[src/rtl/seg_scan_ctrl_pkg.sv]
// Shared definitions for the 4-digit seven-segment scan controller:
// FSM state encoding, digit index width, all-off drive constants,
// the 0..9 active-low segment table and the displayed value pair.
package seg_scan_ctrl_pkg;

  typedef enum logic [1:0] {
    IDLE  = 2'd0,
    BLANK = 2'd1,
    SHOW  = 2'd2
  } state_t;

  localparam int DIG_W = 2;
  // Scan starts on the leftmost digit (tens of a).
  localparam logic [DIG_W-1:0] DIG_FIRST = DIG_W'(3);

  localparam logic [3:0] AN_OFF  = 4'b1111;
  localparam logic [6:0] SEG_OFF = 7'b1111111;

  // Segments {g,f,e,d,c,b,a}, active-low, index = decimal digit.
  localparam logic [0:9][6:0] SEG_TABLE = '{
    7'h40, 7'h79, 7'h24, 7'h30, 7'h19,
    7'h12, 7'h02, 7'h78, 7'h00, 7'h10
  };

  typedef struct packed {
    logic [3:0] a;
    logic [3:0] b;
    logic       blank_lz;
  } disp_val_t;

endpackage

[src/rtl/seg_scan_ctrl_if.sv]
// Load/display bundle of the scan controller.
//   load, val_a, val_b, blank_lz : value pair request (master -> slave)
//   ready                        : load accepted this cycle (slave -> master)
//   an, seg                      : active-low anode and segment drives
//   frame_done                   : one-cycle pulse at the end of each scan
interface seg_scan_ctrl_if;
  logic       load;
  logic [3:0] val_a;
  logic [3:0] val_b;
  logic       blank_lz;
  logic       ready;
  logic [3:0] an;
  logic [6:0] seg;
  logic       frame_done;

  modport master (
    output load, val_a, val_b, blank_lz,
    input  ready, an, seg, frame_done
  );

  modport slave (
    input  load, val_a, val_b, blank_lz,
    output ready, an, seg, frame_done
  );
endinterface

[src/rtl/bcd_to_seg.sv]
// Combinational BCD digit to active-low seven-segment encoder.
//   digit : 4-bit decimal digit (10..15 produce all segments off)
//   seg   : {g,f,e,d,c,b,a}, active-low
module bcd_to_seg
  import seg_scan_ctrl_pkg::*;
(
  input  logic [3:0] digit,
  output logic [6:0] seg
);
  always_comb begin
    seg = SEG_OFF;
    if (digit <= 4'd9) seg = SEG_TABLE[digit];
  end
endmodule

[src/rtl/dec_digit.sv]
// Decimal digit decoder for a 0..15 value.
//   v : 4-bit value
//   z : tens digit (1 when v > 9)
//   m : ones digit (v, or v - 10 when v > 9)
module dec_digit (
  input  logic [3:0] v,
  output logic       z,
  output logic [3:0] m
);
  assign z = (v > 4'd9);
  assign m = z ? (v - 4'd10) : v;
endmodule

[src/rtl/seg_scan_ctrl.sv]
// Four-digit multiplexed seven-segment scan controller showing two 0..15
// operands as two decimal digits each. Every digit slot is one blanking
// cycle followed by PRESCALE-1 lit cycles; new values queue in a pending
// register and take effect at the next frame boundary.
//   clk, rst_n : clock, synchronous active-low reset
//   bus        : slave side of seg_scan_ctrl_if (load/ready, an, seg, frame_done)
module seg_scan_ctrl
  import seg_scan_ctrl_pkg::*;
#(
  parameter int unsigned PRESCALE = 4
) (
  input  logic           clk,
  input  logic           rst_n,
  seg_scan_ctrl_if.slave bus
);
  localparam logic [15:0] SLOT_LAST = 16'(PRESCALE - 1);

  state_t           state_q, state_d;
  logic [DIG_W-1:0] digit_q, digit_d;
  logic [15:0]      slot_q, slot_d;
  logic             ready_q;
  logic             pend_valid_q;
  disp_val_t        pend_q, disp_q, in_val;

  logic       accept;
  logic       tens_a, tens_b;
  logic [3:0] ones_a, ones_b;
  logic [3:0] cur_digit;
  logic       cur_is_tens;
  logic [6:0] digit_seg, shown_seg;
  logic [3:0] an_c;
  logic [6:0] seg_c;
  logic       frame_done_c;

  assign in_val = {bus.val_a, bus.val_b, bus.blank_lz};
  assign accept = bus.load && ready_q;

  dec_digit u_dec_a (.v(disp_q.a), .z(tens_a), .m(ones_a));
  dec_digit u_dec_b (.v(disp_q.b), .z(tens_b), .m(ones_b));

  always_comb begin
    cur_digit   = ones_b;
    cur_is_tens = 1'b0;
    case (digit_q)
      2'd3: begin cur_digit = {3'b000, tens_a}; cur_is_tens = 1'b1; end
      2'd2: cur_digit = ones_a;
      2'd1: begin cur_digit = {3'b000, tens_b}; cur_is_tens = 1'b1; end
      default: cur_digit = ones_b;
    endcase
  end

  bcd_to_seg u_seg (.digit(cur_digit), .seg(digit_seg));

  // Leading-zero blanking applies to tens digits only.
  assign shown_seg = (cur_is_tens && cur_digit == 4'd0 && disp_q.blank_lz)
                     ? SEG_OFF : digit_seg;

  // NOTE: every signal written here gets a default first, so no path
  // leaves one unassigned and no latch is inferred.
  always_comb begin
    state_d      = state_q;
    digit_d      = digit_q;
    slot_d       = slot_q;
    an_c         = AN_OFF;
    seg_c        = SEG_OFF;
    frame_done_c = 1'b0;
    case (state_q)
      IDLE: begin
        if (accept) begin
          state_d = BLANK;
          digit_d = DIG_FIRST;
          slot_d  = '0;
        end
      end
      BLANK: begin
        // Anodes stay off while the segments settle on the new digit.
        seg_c   = shown_seg;
        state_d = SHOW;
        slot_d  = slot_q + 16'd1;
      end
      SHOW: begin
        an_c  = AN_OFF & ~(4'b0001 << digit_q);
        seg_c = shown_seg;
        if (slot_q == SLOT_LAST) begin
          state_d      = BLANK;
          slot_d       = '0;
          digit_d      = (digit_q == '0) ? DIG_FIRST : digit_q - DIG_W'(1);
          frame_done_c = (digit_q == '0);
        end else begin
          slot_d = slot_q + 16'd1;
        end
      end
      default: state_d = IDLE;
    endcase
  end

  // NOTE: sequential state uses non-blocking assignments so every register
  // samples the pre-edge values regardless of statement order.
  always_ff @(posedge clk) begin
    if (!rst_n) begin
      state_q      <= IDLE;
      digit_q      <= DIG_FIRST;
      slot_q       <= '0;
      ready_q      <= 1'b1;
      pend_valid_q <= 1'b0;
      // NOTE: pending and display are small registers, not a memory array,
      // so they are reset; a reset mid-frame drops any queued value.
      pend_q       <= '0;
      disp_q       <= '0;
    end else begin
      state_q <= state_d;
      digit_q <= digit_d;
      slot_q  <= slot_d;
      if (accept) begin
        pend_q       <= in_val;
        ready_q      <= 1'b0;
        // From IDLE the value goes straight to the display, nothing queues.
        pend_valid_q <= (state_q != IDLE);
        if (state_q == IDLE) disp_q <= in_val;
      end else if (frame_done_c && pend_valid_q) begin
        disp_q       <= pend_q;
        pend_valid_q <= 1'b0;
        ready_q      <= 1'b1;
      end else if (!ready_q && !pend_valid_q) begin
        ready_q <= 1'b1;
      end
    end
  end

  assign bus.ready      = ready_q;
  assign bus.an         = an_c;
  assign bus.seg        = seg_c;
  assign bus.frame_done = frame_done_c;

endmodule

[src/flat_wrapper.sv]
// flat-port wrapper written by rule: the top's interface ports become plain ports
module seg_scan_ctrl_flat import seg_scan_ctrl_pkg::*;
#(
  parameter int unsigned PRESCALE = 4
)
  (clk, rst_n, bus_load, bus_val_a, bus_val_b, bus_blank_lz, bus_ready, bus_an, bus_seg, bus_frame_done);
  seg_scan_ctrl_if bus_i ();
  input  logic clk;
  input  logic rst_n;
  input wire logic [$bits(bus_i.load)-1:0] bus_load;
  input wire logic [$bits(bus_i.val_a)-1:0] bus_val_a;
  input wire logic [$bits(bus_i.val_b)-1:0] bus_val_b;
  input wire logic [$bits(bus_i.blank_lz)-1:0] bus_blank_lz;
  output wire logic [$bits(bus_i.ready)-1:0] bus_ready;
  output wire logic [$bits(bus_i.an)-1:0] bus_an;
  output wire logic [$bits(bus_i.seg)-1:0] bus_seg;
  output wire logic [$bits(bus_i.frame_done)-1:0] bus_frame_done;
  assign bus_i.load = bus_load;
  assign bus_i.val_a = bus_val_a;
  assign bus_i.val_b = bus_val_b;
  assign bus_i.blank_lz = bus_blank_lz;
  assign bus_ready = bus_i.ready;
  assign bus_an = bus_i.an;
  assign bus_seg = bus_i.seg;
  assign bus_frame_done = bus_i.frame_done;
  seg_scan_ctrl #(.PRESCALE(PRESCALE)) u_core (.clk(clk), .rst_n(rst_n), .bus(bus_i));
endmodule
[config.mk]
export PLATFORM = sky130hd
export DESIGN_NAME = seg_scan_ctrl_flat
export DESIGN_NICKNAME = d
export VERILOG_FILES = /design/src/rtl/seg_scan_ctrl_pkg.sv /design/src/rtl/seg_scan_ctrl_if.sv /design/src/rtl/bcd_to_seg.sv /design/src/rtl/dec_digit.sv /design/src/rtl/seg_scan_ctrl.sv /design/src/flat_wrapper.sv
export SDC_FILE = /design/constraint.sdc
export NUM_CORES = 1
export LEC_CHECK = 0
export CAP_MARGIN = 20
export CELL_PAD_IN_SITES_DETAIL_PLACEMENT = 1
export CELL_PAD_IN_SITES_GLOBAL_PLACEMENT = 2
export CORE_MARGIN = 2
export CORE_UTILIZATION = 37
export CTS_CLUSTER_SIZE = 24
export DETAILED_ROUTE_END_ITERATION = 8
export PLACE_DENSITY = 0.95
export SLEW_MARGIN = 20
export SYNTH_ARGS = -nofsm -noshare
export SYNTH_HDL_FRONTEND = slang
export SYNTH_SLANG_ARGS = --single-unit
[constraint.sdc]
create_clock -name clk -period 5 [get_ports clk]
set_clock_uncertainty 0.1 [all_clocks]
set_input_delay 0.5 -clock clk [delete_from_list [all_inputs] [get_ports clk]]
set_output_delay 0.5 -clock clk [all_outputs]
set_load 0.02 [all_outputs]
Word-level counts from Yosys, hierarchy flattened
Memory sizes are Yosys's and may differ from the RTL's.
Index checks and enable logic that the tools add are counted.
W data, S select, Z words.

storage, ports and cells
  register bits = 40
  bits in read-only memories = 112
  input port bits = 12
  output and inout port bits = 13
  memories kept = 1

memory list
  name             words  width  rd ports  clocked after Yosys merged registers in  write ports  line              text
  (no name shown)  16     7      1         0                                        0            bcd_to_seg.sv:12  if (digit <= 4'd9) seg = SEG_TABLE[digit];

operators by class
  add/subtract/negate cells = 4
  order comparisons = 4
  equal/unequal tests = 9
  shift operators = 1
  mux-type cells = 30
  bitwise logic cells = 2
  reduce and logical (&&, ||, !) cells = 21

operator list
  cell                     number
  $pmux W16 S3             1
  $mux W7                  5
  $mux W16                 2
  $mux W9                  3
  $add A16 B1 Y16 const B  1
  $eq A16 B2 Y1 const B    1
  $mux W4                  3
  $pmux W4 S3              1
  $mux W2                  5
  $gt A4 B4 Y1 const B     2
  $mux W1                  8
  $sub A4 B4 Y4 const B    2
  $eq A2 B2 Y1 const B     3
  $pmux W2 S3              1
  $reduce_and A2 Y1        3
  $reduce_bool A2 Y1       3
  $reduce_bool A3 Y1       2
  $ge A5 B5 Y1 const B     1
  $logic_and A1 B1 Y1      5
  $not A4 Y5               1
  $eq A2 B1 Y1 const B     2
  $le A4 B4 Y1 const B     1
  $logic_not A2 Y1         2
  $logic_not A4 Y1         1
  other kinds (9)          12

Depth between registers and ports, before layout
Gate-level depths: netlist (run 1).

  depth after elaboration = 10
  gate-level depth with buffers = 11
  depth with buffers taken out = 11

Hierarchy
A second synthesis (run 1) with hierarchy kept.

unflattened totals
  cell total of the unflattened synthesis = 285
  area, all modules = 2,542.4 µm²

by module, submodules not included
  module         times used  cells an instance  area each (µm²)  sequential area each (µm²)
  seg_scan_ctrl  1           233                2,200.9          800.8
  bcd_to_seg     1           30                 206.4            0.0
  dec_digit      2           11                 67.6             0.0

Least setup slack after synthesis (run 1)
Ideal clock, no wire load.

  path kind = register -> output
  start = register u_core.digit_q[0]
  end = output port bus_seg[0]
  arrival = 2.173 ns
  setup slack = 2.227 ns
  cell stages (with the launch flop) = 10
  path buffers = 0
  cell sequence = dfxtp_1 -> inv_1 -> ha_1 -> inv_1 -> o21ai_0 -> inv_1 -> ha_1 -> or3b_1 -> a21oi_1 -> o21ai_1

between the ends
  longest elaborated chain between the ends = 9
  elaborated cells between the ends (all ways) = 17
  classes of those cells = 1 x order compare; 3 x eq/ne; 7 x mux; 1 x bitwise; 4 x reduce/logical; 1 x memory

RTL lines
  what                                          line                  text
  from (decl)                                   seg_scan_ctrl.sv:19   logic [DIG_W-1:0] digit_q, digit_d;
  from (signal assigned)                        seg_scan_ctrl.sv:112  digit_q <= digit_d;
  $eq A2 B1 Y1 or $eq A2 B2 Y1 (tied branches)  seg_scan_ctrl.sv:44   case (digit_q)
  $pmux W4 S3                                   seg_scan_ctrl.sv:44
  $not A4 Y5 (not written as such)              bcd_to_seg.sv:12
  $mem_v2 Z16 W7                                -
  $mux W7 (not written as such) (2 in a row)    bcd_to_seg.sv:12
  $mux W7                                       bcd_to_seg.sv:12
  $mux W7 (*)                                   seg_scan_ctrl.sv:56   ? SEG_OFF : digit_seg;
  $mux W7 (*)                                   seg_scan_ctrl.sv:67   case (state_q)
  to (decl)                                     flat_wrapper.sv:16    output wire logic [$bits(bus_i.seg)-1:0] bus_seg;

Every way passes the cells marked *; elsewhere a longest branch is shown, timed or not. The select of a mux whose other input is x is not followed.

Worst setup path after layout (run 1)
  start = register u_core.digit_q[0]
  end = output port bus_seg[3]

Same word-level chain as after synthesis.

==> impl_metrics.toml, run 1 <==
[run_status]
status = "finished, final reports clean"

[synthesis]
ys_seq_elements = 40
post_synth_fa_ha_maj_area_fraction_pct = 8.41
synth_area_sq_um = 2530
synthTopCellsByArea = "dfxtp_1 32%, ha_1 8.4%, nand2_1 5.6%"
synth_async_sr_flop_share_pct = 0
synth_area_per_cell_sq_um = 8.24
synth_top_family_by_area = "simple AND/OR/NAND/NOR gates"
synth_cell_types = 54
postSynth.topFlopCell = "dfxtp_1"
synth-warning-count = 0
synthesis.instances = 307
yosys.area_share.simple_pct = 27.9
postSynthNetCount = 336
post-synth-top-area-fraction_pct = 31.7
post_synthesis_share_of_cell_area_spent_on_xor_and_xnor_gates_pct = 0
synthMuxAreaShare_pct = 6.97
synth_edf_count = 0
ys_seq_area_share_pct = 31.7
synth_area_in_compound_gates_pct = 19.8
synth.largest_area_cell = "dfxtp_1"

[detailed_routing]
postRouteWirelength_microns = 6620
wl_met3_microns = 139
route.met2.wl_microns = 3420
routed_wire_length_per_instance_microns = 16.3
routed_via_density = 5.62
detail-route-antenna-nets = 0
met1_length_microns = 3000
detailroute.via_count = 2287
uppermost_signal_routing_layer_after_detailed_routing = "met4"
drt_iter0_markers = 96
drt-pass1-iter-count = 4
post_route_drc_violation_count = 0

[floorplanning]
row_count = 30
floorplan.die.height_microns = 86.7
floorplan.initialDensity_pct = 37.7
die_area_sq_um = 7520
ios = 25
die_width_microns = 86.7
floorplan.core_area_sq_um = 6720

[global_route]
gr_ovfl_total = 0
grtUsageTotal_pct = 18.4
first_global_vias = 2257
antenna_violations_before_repair = 0
grt_first_pass_wirelength_microns = 11000
pin_count_of_the_biggest_net_entering_global_routing = 25

[pwr]
vdd_ir_drop_max_uv = 139
design_power_total_mw = 0.757
leak_nw = 1.10
power.density_nw_per_um2 = 258

[job]
timing.max_cap.violations = 0

[place]
place.port_buffers = 24
globalplace.congestion = 0.774
detailed_place_hpwl_microns = 4720

[cells_and_area]
area_delta_synth_final_pct = 15.9
nNetsFinal = 355
num-fill-cells = 816
final_core_utilization_pct = 43.6
multiInputGateArea_sq_um = 1600
num_antenna_cells = 0
final-seq-area_sq_um = 801
final_layout_size_suffix_gt1_share_pct = 8.56

[sta]
finalSetupViolCount = 0
min_period_ns = 3.86
finalHoldViolations = 0
slew_headroom_pct = 39.8
achievable-frequency_ghz = 0.259
tightest_slew_ns = 0.899
layout_worst_path_cycle_share_pct = 77.1
unrepaired_setup_endpoints_after_global_routing = "no"
totalNegativeSetupSlack_ns = 0
finalMaxSlewViolations = 0
fin_worst_hold_slack_ns = 0.365

[critical_path]
setup.worst_path.start_class = "flop"
worstPathRequired_ns = 4.40
worst-endpoint-arrival_ns = 3.26
critical_path_peak_fanout = 6
endpoint_kind = "output port"
path_class = "flop to output port"

[cts]
post_cts_resize_count = 0
ctsLongestPathBuffers = 2
cts_setup_buffers = 0
tritoncts_buffers = 5
cts_root_buffer = "clkbuf_8"
cts-htree-levels = 2
cts_hold_buffers = 0
cts_tree = "built"
cts_num_sinks = 40
cts.reportedPaths.clkPinSlew_ns = 0.09
clock_insertion_delay_worst_skew_ns = 0.30

[min_path]
worstHoldPathType = "flop to flop"
==> cell usage after synthesis (3+ instances only) <==
cell type  instances
nand2_1           38
buf_2              4
nor3_1             7
a22oi_1            3
o211ai_1           4
a21oi_1           22
inv_1             14
dfxtp_1           40
o21a_1             4
o21ai_1           11
nand4_1            4
nand3b_1           5
nor2_1            18
clkbuf_1           9
nand4b_1           4
ha_1              17
o311ai_1           4
and3_1             4
and2_1             8
or3_1              3
mux2i_1            3
nand3_1           21
o21ai_0           11
mux2_4             9
a31oi_1            4
==> cell families (layout without fill, tap and decap cells) <==
kind of cell               after synthesis  after routing
buffers and inverters                   30             50
muxes                                   13             13
adders and majority gates               17             17
and+or+nand+nor                        128            128
DFF                                     40             40
AOI/OAI and AO/OA                       79             79
==> flip-flops by register name, summed over array words and instances, names as in the netlist <==
name and count:
u_core.slot_q 16, u_core.digit_q 2, u_core.bus.ready 1, u_core.pend_valid_q 1, u_core.pend_q 9, u_core.disp_q 9, u_core.state_q 2
==> worst max-delay path: stages (launching register included) <==
cell	delay, ns
dfxtp_1	0.35
inv_1	0.13
ha_1	0.27
inv_1	0.10
o21ai_0	0.44
inv_1	0.16
ha_1	0.27
or3b_1	0.38
a21oi_1	0.21
o21ai_1	0.10
clkdlybuf4s50_1	0.55
==> layout by cell type (no fill, tap or decap), types with 4 or more instances in the layout <==
cell,instances
nor3_1,7
mux2_4,9
o21ai_0,11
nand2_1,38
ha_1,17
nand4b_1,4
nor2_1,18
o211ai_1,4
o21a_1,4
dfxtp_1,40
o311ai_1,4
a31oi_1,4
a21oi_1,22
and2_1,8
inv_1,14
nand3b_1,5
o21ai_1,11
nand3_1,21
and3_1,4
clkbuf_8,5
clkdlybuf4s50_1,24
nand4_1,4
==> path summary, 6_finish.rpt <==
check / start / endpoint / slack (ns) / cells after the start
max: u_core.digit_q[0]$_SDFFE_PN1P_ / bus_seg[3] / 1.14 / 10
min: u_core.pend_q[1]$_SDFFE_PN0P_ / u_core.pend_q[1]$_SDFFE_PN0P_ / 0.36 / 2
max reg2reg: u_core.state_q[0]$_SDFFE_PN0P_ / u_core.slot_q[9]$_SDFFE_PN0P_ / 2.43 / 7
min reg2reg: u_core.pend_q[1]$_SDFFE_PN0P_ / u_core.pend_q[1]$_SDFFE_PN0P_ / 0.36 / 2
==> per-stage QoR <==
step | cells | worst slack (ns) | instance area, sq um
floorplan | 307 | 2.23 | 2530
global placement | 399 | 1.57 | 2820
detailed placement | 399 | 1.46 | 2820
CTS | 407 | 1.13 | 2930
global route | 407 | 0.872 | 2930
finish | 407 | 1.14 | 2930
==> routing by layer <==
metal  vias to the layer above  GRT usage [%]
met5                         -              0
met4                         0           4.83
met3                         6           3.43
met2                        20           33.2
met1                      1118           22.2
li1                       1143              -
==> final cells by class <==
type	instances	share of cell area (%)
multi-input combinational	237	54.5
clock inverter	3	1.58
timing repair buffer	27	8.96
clock buffer	5	2.35
sequential	40	27.3
tap	80	3.41
inverter	15	1.92
==> power by group <==
| group | internal, mW | switching [mW] | total (mW) |
|---|---|---|---|
| Clock | 0.150 | 0.127 | 0.278 |
| Combinational | 0.0605 | 0.0773 | 0.138 |
| Sequential | 0.330 | 0.0111 | 0.341 |
Power figures use the tool's default switching activity.
==> inputs of run 2 (changes only) <==
--- a/config.mk
+++ b/config.mk
@@ -9,10 +9,10 @@
 export CELL_PAD_IN_SITES_DETAIL_PLACEMENT = 1
 export CELL_PAD_IN_SITES_GLOBAL_PLACEMENT = 2
 export CORE_MARGIN = 2
-export CORE_UTILIZATION = 37
+export CORE_UTILIZATION = 34
 export CTS_CLUSTER_SIZE = 24
 export DETAILED_ROUTE_END_ITERATION = 8
-export PLACE_DENSITY = 0.95
+export PLACE_DENSITY = 0.89
 export SLEW_MARGIN = 20
 export SYNTH_ARGS = -nofsm -noshare
 export SYNTH_HDL_FRONTEND = slang
==> constraint.sdc (replaced) <==
create_clock -name clk -period 4 [get_ports clk]
set_clock_uncertainty 0.1 [all_clocks]
set_input_delay 0.4 -clock clk [delete_from_list [all_inputs] [get_ports clk]]
set_output_delay 0.4 -clock clk [all_outputs]
set_load 0.02 [all_outputs]
==> impl_metrics.toml, run 2 (synthesis results as in run 1) <==
[detailed_routing]
detailroute.via_count = 2287
routed_via_density = 5.36
routed_wire_length_per_instance_microns = 15.1
drt_iter0_markers = 60
detail-route-antenna-nets = 0
post_route_drc_violation_count = 0
drt-pass1-iter-count = 6
postRouteWirelength_microns = 6460

[cells_and_area]
num_antenna_cells = 0
area_delta_synth_final_pct = 17.4
final_layout_size_suffix_gt1_share_pct = 8.84
most-common-layout-cells = "40 x dfxtp_1, 38 x nand2_1, 24 x clkdlybuf4s50_1, 22 x a21oi_1, 21 x nand3_1"
final_common_cell = "dfxtp_1"
largest_register_ffs = 16
multiInputGateArea_sq_um = 1600
num-fill-cells = 894
registers.top_by_ff_count = "u_core.slot_q"
nNetsFinal = 356
final-seq-area_sq_um = 801
top_regs = "u_core.slot_q: 16 flops, u_core.disp_q: 9 flops, u_core.pend_q: 9 flops"

[critical_path]
worst-endpoint-arrival_ns = 3.09
path_class = "flop to output port"
cp_cell_sequence = "inv_1 > ha_1 > nor2b_1 > a22oi_1 > ha_1 > o211ai_1 > or3b_1 > a21oi_1 > o21ai_1 > clkdlybuf4s50_1"
worstPathRequired_ns = 3.50
endpoint_kind = "output port"
critical-path-top-cell-by-count = "ha_1"
crit_path_top_delay_cell = "clkdlybuf4s50_1"
max_stage_delay_ns = 0.56
setup.worst_path.start_class = "flop"
critical_path_peak_fanout = 6

[cts]
cts_num_sinks = 40
cts.reportedPaths.clkPinSlew_ns = 0.08
cts-htree-levels = 2
tritoncts_buffers = 5
ctsLongestPathBuffers = 2
cts_root_buffer = "clkbuf_8"
cts_setup_buffers = 0
cts_tree = "built"
clock_insertion_delay_worst_skew_ns = 0.30

[global_route]
antenna_violations_before_repair = 0
grtUsageTotal_pct = 16.6
gr_ovfl_total = 0
pin_count_of_the_biggest_net_entering_global_routing = 27
first_global_vias = 2403
grt_first_pass_wirelength_microns = 11200

[floorplanning]
die_width_microns = 90.3
row_count = 31
floorplan.initialDensity_pct = 35.1
floorplan.die.height_microns = 90.3
ios = 25
floorplan.core_area_sq_um = 7210
die_area_sq_um = 8150

[sta]
unrepaired_setup_endpoints_after_global_routing = "no"
min_period_ns = 3.59
finalHoldViolations = 0
fin_worst_hold_slack_ns = 0.370
finalSetupViolCount = 0
achievable-frequency_ghz = 0.279
slew_headroom_pct = 41.5
finalMaxSlewViolations = 0
tightest_slew_ns = 0.872
layout_worst_path_cycle_share_pct = 89.6
totalNegativeSetupSlack_ns = 0

[place]
globalplace.congestion = 0.870
place.port_buffers = 24
detailed_place_hpwl_microns = 4840

[pwr]
leak_nw = 1.11
power.density_nw_per_um2 = 321
vdd_ir_drop_max_uv = 142

[min_path]
worstHoldPathType = "flop to flop"

[job]
timing.max_cap.violations = 0

[run_status]
status = "finished, final reports clean"
-- run 2: path summary, 6_finish.rpt --
kind | start | end | slack [ns] | cells after the start
worst max-delay path | u_core.digit_q[0]$_SDFFE_PN1P_ | bus_seg[3] | 0.41 | 10
worst min-delay path | u_core.pend_q[8]$_SDFFE_PN0P_ | u_core.pend_q[8]$_SDFFE_PN0P_ | 0.37 | 2
worst max register to register | u_core.state_q[0]$_SDFFE_PN0P_ | u_core.slot_q[9]$_SDFFE_PN0P_ | 1.44 | 7
worst min register to register | u_core.pend_q[8]$_SDFFE_PN0P_ | u_core.pend_q[8]$_SDFFE_PN0P_ | 0.37 | 2
-- run 2: cell type report --
type / instances / area share (%)
Multi-Input combinational cell: 237 / 53.8
Sequential cell: 40 / 27.0
Timing Repair Buffer: 28 / 9.10
Tap cell: 99 / 4.17
Clock buffer: 6 / 2.78
Inverter: 15 / 1.90
Clock inverter: 2 / 1.31
-- run 2: metrics by stage --
stage | std cells | power (mW) | setup slack, ns | instance area (sq um) | utilization (%)
after floorplan | 307 | 0.543 | 1.33 | 2530 | -
after global placement | 419 | 0.606 | 0.703 | 2850 | 39.5
after detailed placement | 419 | 0.610 | 0.557 | 2850 | 39.5
after CTS | 427 | 0.968 | 0.226 | 2970 | 41.2
after global routing | 427 | 0.995 | 0.117 | 2970 | 41.2
final | 427 | 0.953 | 0.415 | 2970 | 41.2
-- run 2: routing by layer --
layer | up-vias | global-route usage [%] | share of wire [%]
met3 | 7 | 3.34 | 2.3
met5 | - | 0 | 0
met1 | 1109 | 19.6 | 46
met4 | 0 | 5.00 | 1.2
li1 | 1148 | - | -
met2 | 23 | 30.3 | 50
-- run 2: what timing repair did --
item	4_1_cts	5_1_grt
setup endpoints to repair	0	2
resized for setup	0	1
hold buffers	0	0
-- run 2: critical path: cells and delay by family, from the launching register on --
kind | cells | cell delay, ns
and+or+nand+nor | 2 | 0.60
AOI/OAI and AO/OA | 4 | 0.64
DFF | 1 | 0.39
buffers and inverters | 2 | 0.67
adders and majority gates | 2 | 0.51
-- run 2: report_power, final --
group	internal, mW	switching, mW	total [mW]	leakage, nW
registers	0.412	0.0135	0.426	0.325
logic	0.0762	0.0974	0.174	0.724
clock network	0.204	0.150	0.354	0.0614
total	0.693	0.261	0.953	1.11
